### src/rtl/dlfloat_mac_host.sv
// Host-side sequencer for a byte-serial DLFloat16 MAC device: alternates A/B operand
// slots on a shared 16-bit bus and reassembles the delayed two-byte result.
//
// state  | meaning
// DEVRST | dev_rst_n held low, down-counter running, no operands issued
// RUN    | device live; phase alternates A-slot (p=0) / B-slot (p=1)
module dlfloat_mac_host #(
  parameter int RES_LAT = 4,
  parameter int CLR_CYC = 4
) (
  input  logic        clk,
  input  logic        rst_n,
  input  logic        op_valid,
  output logic        op_ready,
  input  logic [15:0] op_a,
  input  logic [15:0] op_b,
  input  logic        clr,
  output logic [15:0] dev_data,
  output logic        dev_rst_n,
  input  logic [7:0]  dev_byte,
  output logic        res_valid,
  output logic [15:0] res_data,
  output logic        busy
);

  localparam int TAG_LEN = RES_LAT + 2;
  localparam int CW      = $clog2(CLR_CYC + 1);

  typedef enum logic {DEVRST = 1'b0, RUN = 1'b1} state_t;

  state_t               state_q, state_d;
  logic [CW-1:0]        cnt_q, cnt_d;
  logic                 phase_q;
  logic                 b_pend_q;
  logic [15:0]          b_hold_q;
  logic [TAG_LEN-1:0]   tag_q;
  logic [7:0]           lo_q;
  logic                 accept;

  assign op_ready = (state_q == RUN) && phase_q && !clr;
  assign accept   = op_valid && op_ready;
  assign busy     = accept || b_pend_q || (|tag_q) || res_valid;

  always_ff @(posedge clk) begin
    if (!rst_n) begin
      state_q <= DEVRST;
      cnt_q   <= CW'(CLR_CYC);
    end else begin
      state_q <= state_d;
      cnt_q   <= cnt_d;
    end
  end

  always_comb begin
    state_d = state_q;
    cnt_d   = cnt_q;
    case (state_q)
      DEVRST: begin
        if (clr)                    cnt_d = CW'(CLR_CYC);
        else if (cnt_q == CW'(1))   state_d = RUN;
        else                        cnt_d = cnt_q - CW'(1);
      end
      RUN: begin
        if (clr) begin
          state_d = DEVRST;
          cnt_d   = CW'(CLR_CYC);
        end
      end
      default: state_d = DEVRST;
    endcase
  end

  // tag_q[i] marks that the B operand of a pending pair went out i cycles ago
  always_ff @(posedge clk) begin
    if (!rst_n) begin
      dev_rst_n <= 1'b0;
      phase_q   <= 1'b0;
      dev_data  <= '0;
      b_pend_q  <= 1'b0;
      b_hold_q  <= '0;
      tag_q     <= '0;
      lo_q      <= '0;
      res_valid <= 1'b0;
      res_data  <= '0;
    end else begin
      dev_rst_n <= (state_d == RUN);
      phase_q   <= (state_q == RUN && state_d == RUN) ? ~phase_q : 1'b0;
      if (state_d != RUN) begin
        dev_data  <= '0;
        b_pend_q  <= 1'b0;
        tag_q     <= '0;
        res_valid <= 1'b0;
      end else begin
        b_pend_q <= accept;
        if (accept) begin
          dev_data <= op_a;
          b_hold_q <= op_b;
        end else if (b_pend_q) begin
          dev_data <= b_hold_q;
        end else begin
          dev_data <= '0;
        end
        tag_q <= {tag_q[TAG_LEN-2:0], b_pend_q};
        if (tag_q[RES_LAT]) lo_q <= dev_byte;
        res_valid <= tag_q[RES_LAT+1];
        if (tag_q[RES_LAT+1]) res_data <= {dev_byte, lo_q};
      end
    end
  end

endmodule

### config.mk
export PLATFORM = sky130hd
export DESIGN_NAME = dlfloat_mac_host
export DESIGN_NICKNAME = d
export VERILOG_FILES = /design/src/rtl/dlfloat_mac_host.sv
export SDC_FILE = /design/constraint.sdc
export NUM_CORES = 1
export LEC_CHECK = 0
export CORE_MARGIN = 2
export CORE_UTILIZATION = 66
export DETAILED_ROUTE_END_ITERATION = 10
export DONT_BUFFER_PORTS = 1
export PLACE_DENSITY = 0.82
export SYNTH_ARGS = -nofsm -noshare
export SYNTH_HDL_FRONTEND = slang
export SYNTH_SLANG_ARGS = --single-unit
### constraint.sdc
create_clock -name clk -period 2.4 [get_ports clk]
set_clock_uncertainty 0.1 [all_clocks]
set_input_delay 0.24 -clock clk [delete_from_list [all_inputs] [get_ports clk]]
set_output_delay 0.24 -clock clk [all_outputs]
set_load 0.005 [all_outputs]
# Yosys cells after proc, flatten, opt, wreduce, memory -nomap -nowiden

Cells that the tools add are included.
Widths: inputs -> output; s select.

Reductions and logical operators: 15
Equality and inequality tests: 3
Multiplexer cells: 10
Bitwise logic cells: 2
Add/subtract/negate cells: 1

Operators with widths:

| kind                | count |
|---|---|
| $mux 16             | 2 |
| $reduce_and 2->1    | 6 |
| $mux 3              | 3 |
| $pmux 3 s2          | 1 |
| $reduce_or 6->1     | 1 |
| $logic_and 1x1->1   | 4 |
| $eq 3x1->1 const B  | 1 |
| $logic_or 1x1->1    | 3 |
| $mux 1              | 3 |
| $ne 3x3->1 const B  | 1 |
| $sub 3x1->3 const B | 1 |
| $ne 2x2->1 const B  | 1 |
| $not 1->1           | 2 |
| $pmux 1 s2          | 1 |
| $logic_not 1->1     | 1 |

Register bits: 69
Logic and storage cells: 41
Input port bits: 44
Output and inout bits: 36

# Longest topological paths before layout

Depth in word-level cells: 6
Mapped depth: 7

# Worst setup path after synthesis

No wires, ideal clock.

Path type: register to register
Start: register cnt_q[1]
End: register dev_data[10]
Data arrival time: 1.204 ns
Path buffers: 1
Clock period less this slack: 1.423 ns
Setup slack: 0.977 ns
Stages on the path, launching flop included: 7
Cell sequence: dfxtp_1 inv_1 ha_1 nor2b_4 o21ai_4 buf_4 a21oi_2

Longest elaborated chain between the ends: 5

RTL lines:

| item                       | RTL line | source |
|---|---|---|
| start: declaration         | 32       | `logic [CW-1:0] cnt_q, cnt_d;` |
| start signal: assignment   | 47       | `cnt_q <= CW'(CLR_CYC);` |
| start signal: assignment   | 50       | `cnt_q <= cnt_d;` |
| $eq 3x1->1                 | 60       | `else if (cnt_q == CW'(1)) state_d = RUN;` |
| $mux 1                     | 60       |  |
| $mux 1                     | 59       | `if (clr) cnt_d = CW'(CLR_CYC);` |
| $pmux 1 s2                 | 57       | `case (state_q)` |
| $reduce_and 2->1 (no line) | --       |  |
| end signal: assignment     | 96       | `dev_data <= op_a;` |
| end signal: assignment     | 99       | `dev_data <= b_hold_q;` |
| end: declaration           | 18       | `output logic [15:0] dev_data,` |

Every way passes these cells.
A chain may end at the register's enable or synchronous reset.

==> out/qor.json <==
{
  "status": {
    "outcome": "complete, no violations"
  },
  "clocking": {
    "cts_tree": "built",
    "worstSkewPairLatency_ns": 0.33,
    "h-tree-depth": 3,
    "clockRootBuffer": "clkbuf_8",
    "clock-sinks": 69,
    "cts-resized-gates": 0,
    "clkSlewWorstSetupHoldPaths_ns": 0.06,
    "max-clock-path-buffers": 2,
    "cts_buffers": 9
  },
  "die": {
    "boundaryPins": 80,
    "core_region_area_mm2": 0.00400,
    "die-width_um": 68.6,
    "die_area_mm2": 0.00471,
    "std_cell_rows": 23,
    "die-height_um": 68.6,
    "start_util_pct": 68.8
  },
  "yosys": {
    "synth_top_family_by_area": "simple AND/OR/NAND/NOR gates",
    "synth_warnings": 0,
    "synthAdderAreaFrac_pct": 0.909,
    "synthesis.nets": 327,
    "synth_simple_gate_area_share_pct": 21.9,
    "post_synth_mux_area_share_pct": 8.72,
    "number_of_synthesized_flops_with_an_enable_pin": 0,
    "avg_synthesized_cell_area_um2": 9.80,
    "postSynth.topFlopCell": "dfxtp_1",
    "synth.yosys.seq_area_share_pct": 50.2,
    "synthesized_area_fraction_occupied_by_xor_and_xnor_cells_pct": 0,
    "post_synth_instance_area_mm2": 0.00275,
    "mapped_cells": 281,
    "synth_compound_area_share_pct": 11.6,
    "post_synth_num_cell_types": 33,
    "async_reset_ff_share_pct": 0,
    "postSynthRegisterBits": 69
  },
  "cells_and_area": {
    "syn2layout_area_growth_pct": 18.9,
    "final_cell_area_mm2": 0.00327,
    "fill_cells": 254,
    "antenna_cells": 0,
    "num-nets-final": 363,
    "drive_above_1_share_pct": 22.1
  },
  "drt": {
    "dr_top_layer": "met4",
    "route.met3.wl_um": 302,
    "met2_length_mm": 2.85,
    "drt-vias-per-instance": 5.56,
    "routed_wirelength_mm": 5.75,
    "routed-via-count": 2063,
    "violation_count_after_the_first_detailed_route_iteration": 112,
    "met1Wirelength_mm": 2.44,
    "drt.antenna.violating_nets": 0,
    "post_route_drc_violation_count": 0,
    "wl_per_cell_um": 15.5,
    "drt_pass1_iterations": 4
  },
  "sta": {
    "finalWorstPathRequiredPeriod_ns": 2.09,
    "worst-slew-pin-transition_ns": 1.03,
    "final_min_period_over_clock_period_pct": 87.0,
    "report.final.slew_viol_count": 0,
    "setup_viol": 0,
    "timing.slew.headroom_pct": 30.9,
    "fmax_ghz": 0.479,
    "post-route-worst-setup-slack_ns": 0.311,
    "unrepaired_setup_endpoints_after_global_routing": "no",
    "hold_viol_final": 0,
    "tns_ns": 0
  },
  "power": {
    "power-per-cell-area_mw_per_mm2": 641,
    "p_sw_share_pct": 20.9,
    "pwr-share-clk_pct": 40.3,
    "static-leakage-power_nw": 1.31,
    "sequentialPowerShare_pct": 54.9,
    "power.ir.vdd_worst_v": 0.000495,
    "comb_power_share_pct": 4.8,
    "power_switching_mw": 0.438,
    "internal_power_mw": 1.66
  },
  "place": {
    "place.port_buffers": 0,
    "place_congestion": 0.683,
    "detailed_place_hpwl_mm": 3.21,
    "preCtsSetupSlack_ns": 0.665,
    "dpl_cell_area_mm2": 0.00269
  },
  "worst_setup_path": {
    "end_kind": "primary output",
    "required_worst_endpoint_ns": 2.06,
    "timing.reg2reg.setup_slack_ns": 0.55,
    "cp_num_buf_inv": 0,
    "reg_to_reg_critical_path_endpoint": "dev_data[10]",
    "timing.critical_path.slowest_stage_cell": "dfxtp_1",
    "timing.rr.start": "dev_rst_n",
    "worstRegToRegCells": 4,
    "cpPeakStageDelay_ns": 0.65,
    "timing.setup.critical_path_class": "flip-flop to primary output",
    "cp_top_family": "simple AND/OR/NAND/NOR gates",
    "ordered_list_of_cells_on_the_worst_path": "nand4b_4 -> nand3_1",
    "timing.critical_path.fanout_max": 34,
    "worst_ep_arrival_ns": 1.75,
    "setup.worst_path.start_class": "flip-flop"
  },
  "hold_path": {
    "worst_hold_endpoint": "lo_q[5]",
    "hold_path.startpoint": "dev_byte[5]",
    "hold_path_depth": 2,
    "worst_hold_path_type": "input port to flip-flop"
  },
  "global_routing": {
    "pin_count_of_the_biggest_net_entering_global_routing": 35,
    "grt_first_pass_wirelength_mm": 8.89,
    "grt_use_total_pct": 26.3,
    "grt_pass1_vias": 1932,
    "grt-ovfl-total": 0,
    "grt_antenna_before_repair": 0
  },
  "job": {
    "maxCapViolCount": 0
  }
}
-- flip-flops by register name, summed over array words and instances, names as in the netlist --
register and count:
phase_q 1, res_valid 1, cnt_q 3, tag_q 6, res_data 16, dev_rst_n 1, dev_data 16, lo_q 8
b_hold_q 16, b_pend_q 1
-- metrics by stage --
step | instances | utilization [%] | total power [mW] | hold WS (ns)
floorplan | 281 | - | 1.22 | 0.219
global placement | 315 | 67.1 | 1.21 | 0.219
detailed placement | 315 | 67.1 | 1.21 | 0.223
CTS | 371 | 81.8 | 2.11 | 0.00733
global route | 371 | 81.8 | 2.17 | 0.00362
finish | 371 | 81.8 | 2.10 | 0.0114
-- final cells by class --
class	count	area (um^2)	share of cell area (%)
clock buffer	14	173	5.28
timing repair buffer	45	440	13.5
sequential	69	1380	42.2
tap	50	62.6	1.91
inverter	6	22.5	0.688
clock inverter	1	5.00	0.153
multi-input combinational	186	1190	36.3
-- cells in the final DEF, fill, tap and decap left out, types with 2 or more instances in the layout --
cell            n
clkbuf_8       12
dfxtp_1        69
o21ai_0         3
nand2_1        61
ha_1            2
clkbuf_1        2
or3_1           2
inv_2           2
a21oi_1         6
a21oi_2        28
inv_1           4
mux2i_1        24
nor2b_1         2
nor4_1          3
dlygate4sd3_1  41
nand3_1        18
buf_4           4
nand2_2        19
and2_1          5
nor2_1          3
-- worst max path at each step --
stage	from	end	slack [ns]	cells past startpoint
after floorplan	cnt_q[1]	dev_data[10]	0.98	6
after global placement	dev_rst_n	busy	0.70	2
after detailed placement	dev_rst_n	busy	0.67	2
after CTS	dev_rst_n	busy	0.29	2
after global routing	dev_rst_n	busy	0.17	2
final	dev_rst_n	busy	0.31	2
-- power by group through the flow --
stage                     clock, mW  sequential [mW]  combinational, mW
after global placement            0             1.18             0.0337
after detailed placement          0             1.18             0.0348
final                         0.846             1.15              0.101
after floorplan                   0             1.18             0.0384
after global routing          0.906             1.15              0.109
after CTS                     0.854             1.15             0.0987
-- timing repair --
action                    in CTS  in global routing
buffers inserted               0                  0
hold endpoints to repair      58                  0
hold buffers                  41                  0
-- cell usage after synthesis, types with 2 or more instances --
cell	n	area (um^2)
nand2_2	19	119
nand2_1	61	229
nor2b_1	2	12.5
ha_1	2	25.0
buf_12	2	40.0
mux2i_1	24	240
a21oi_2	28	245
nor4_1	3	18.8
clkbuf_1	5	18.8
and2_1	5	31.3
buf_6	4	45.0
inv_1	4	15.0
o21ai_0	3	15.0
buf_2	6	30.0
inv_2	2	7.51
a21oi_1	6	30.0
nand3_1	18	90.1
or3_1	2	12.5
nor2_1	3	11.3
dfxtp_1	69	1380
-- per-layer routing --
metal  GRT usage [%]  vias to the layer above
met1            31.4                      974
li1                -                     1004
met3            6.01                       18
met5               0                        -
met2            43.9                       67
met4            13.8                        0
-- logic make-up (layout without fill, tap and decap cells) --
| kind of cell | Yosys count | after routing |
|---|---|---|
| simple gates | 120 | 120 |
| flops | 69 | 69 |
| compound gates | 40 | 40 |
| buf+inv | 26 | 66 |
| mux | 24 | 24 |
| fa+ha+maj | 2 | 2 |
No activity file was read; power rests on OpenSTA's default activity.
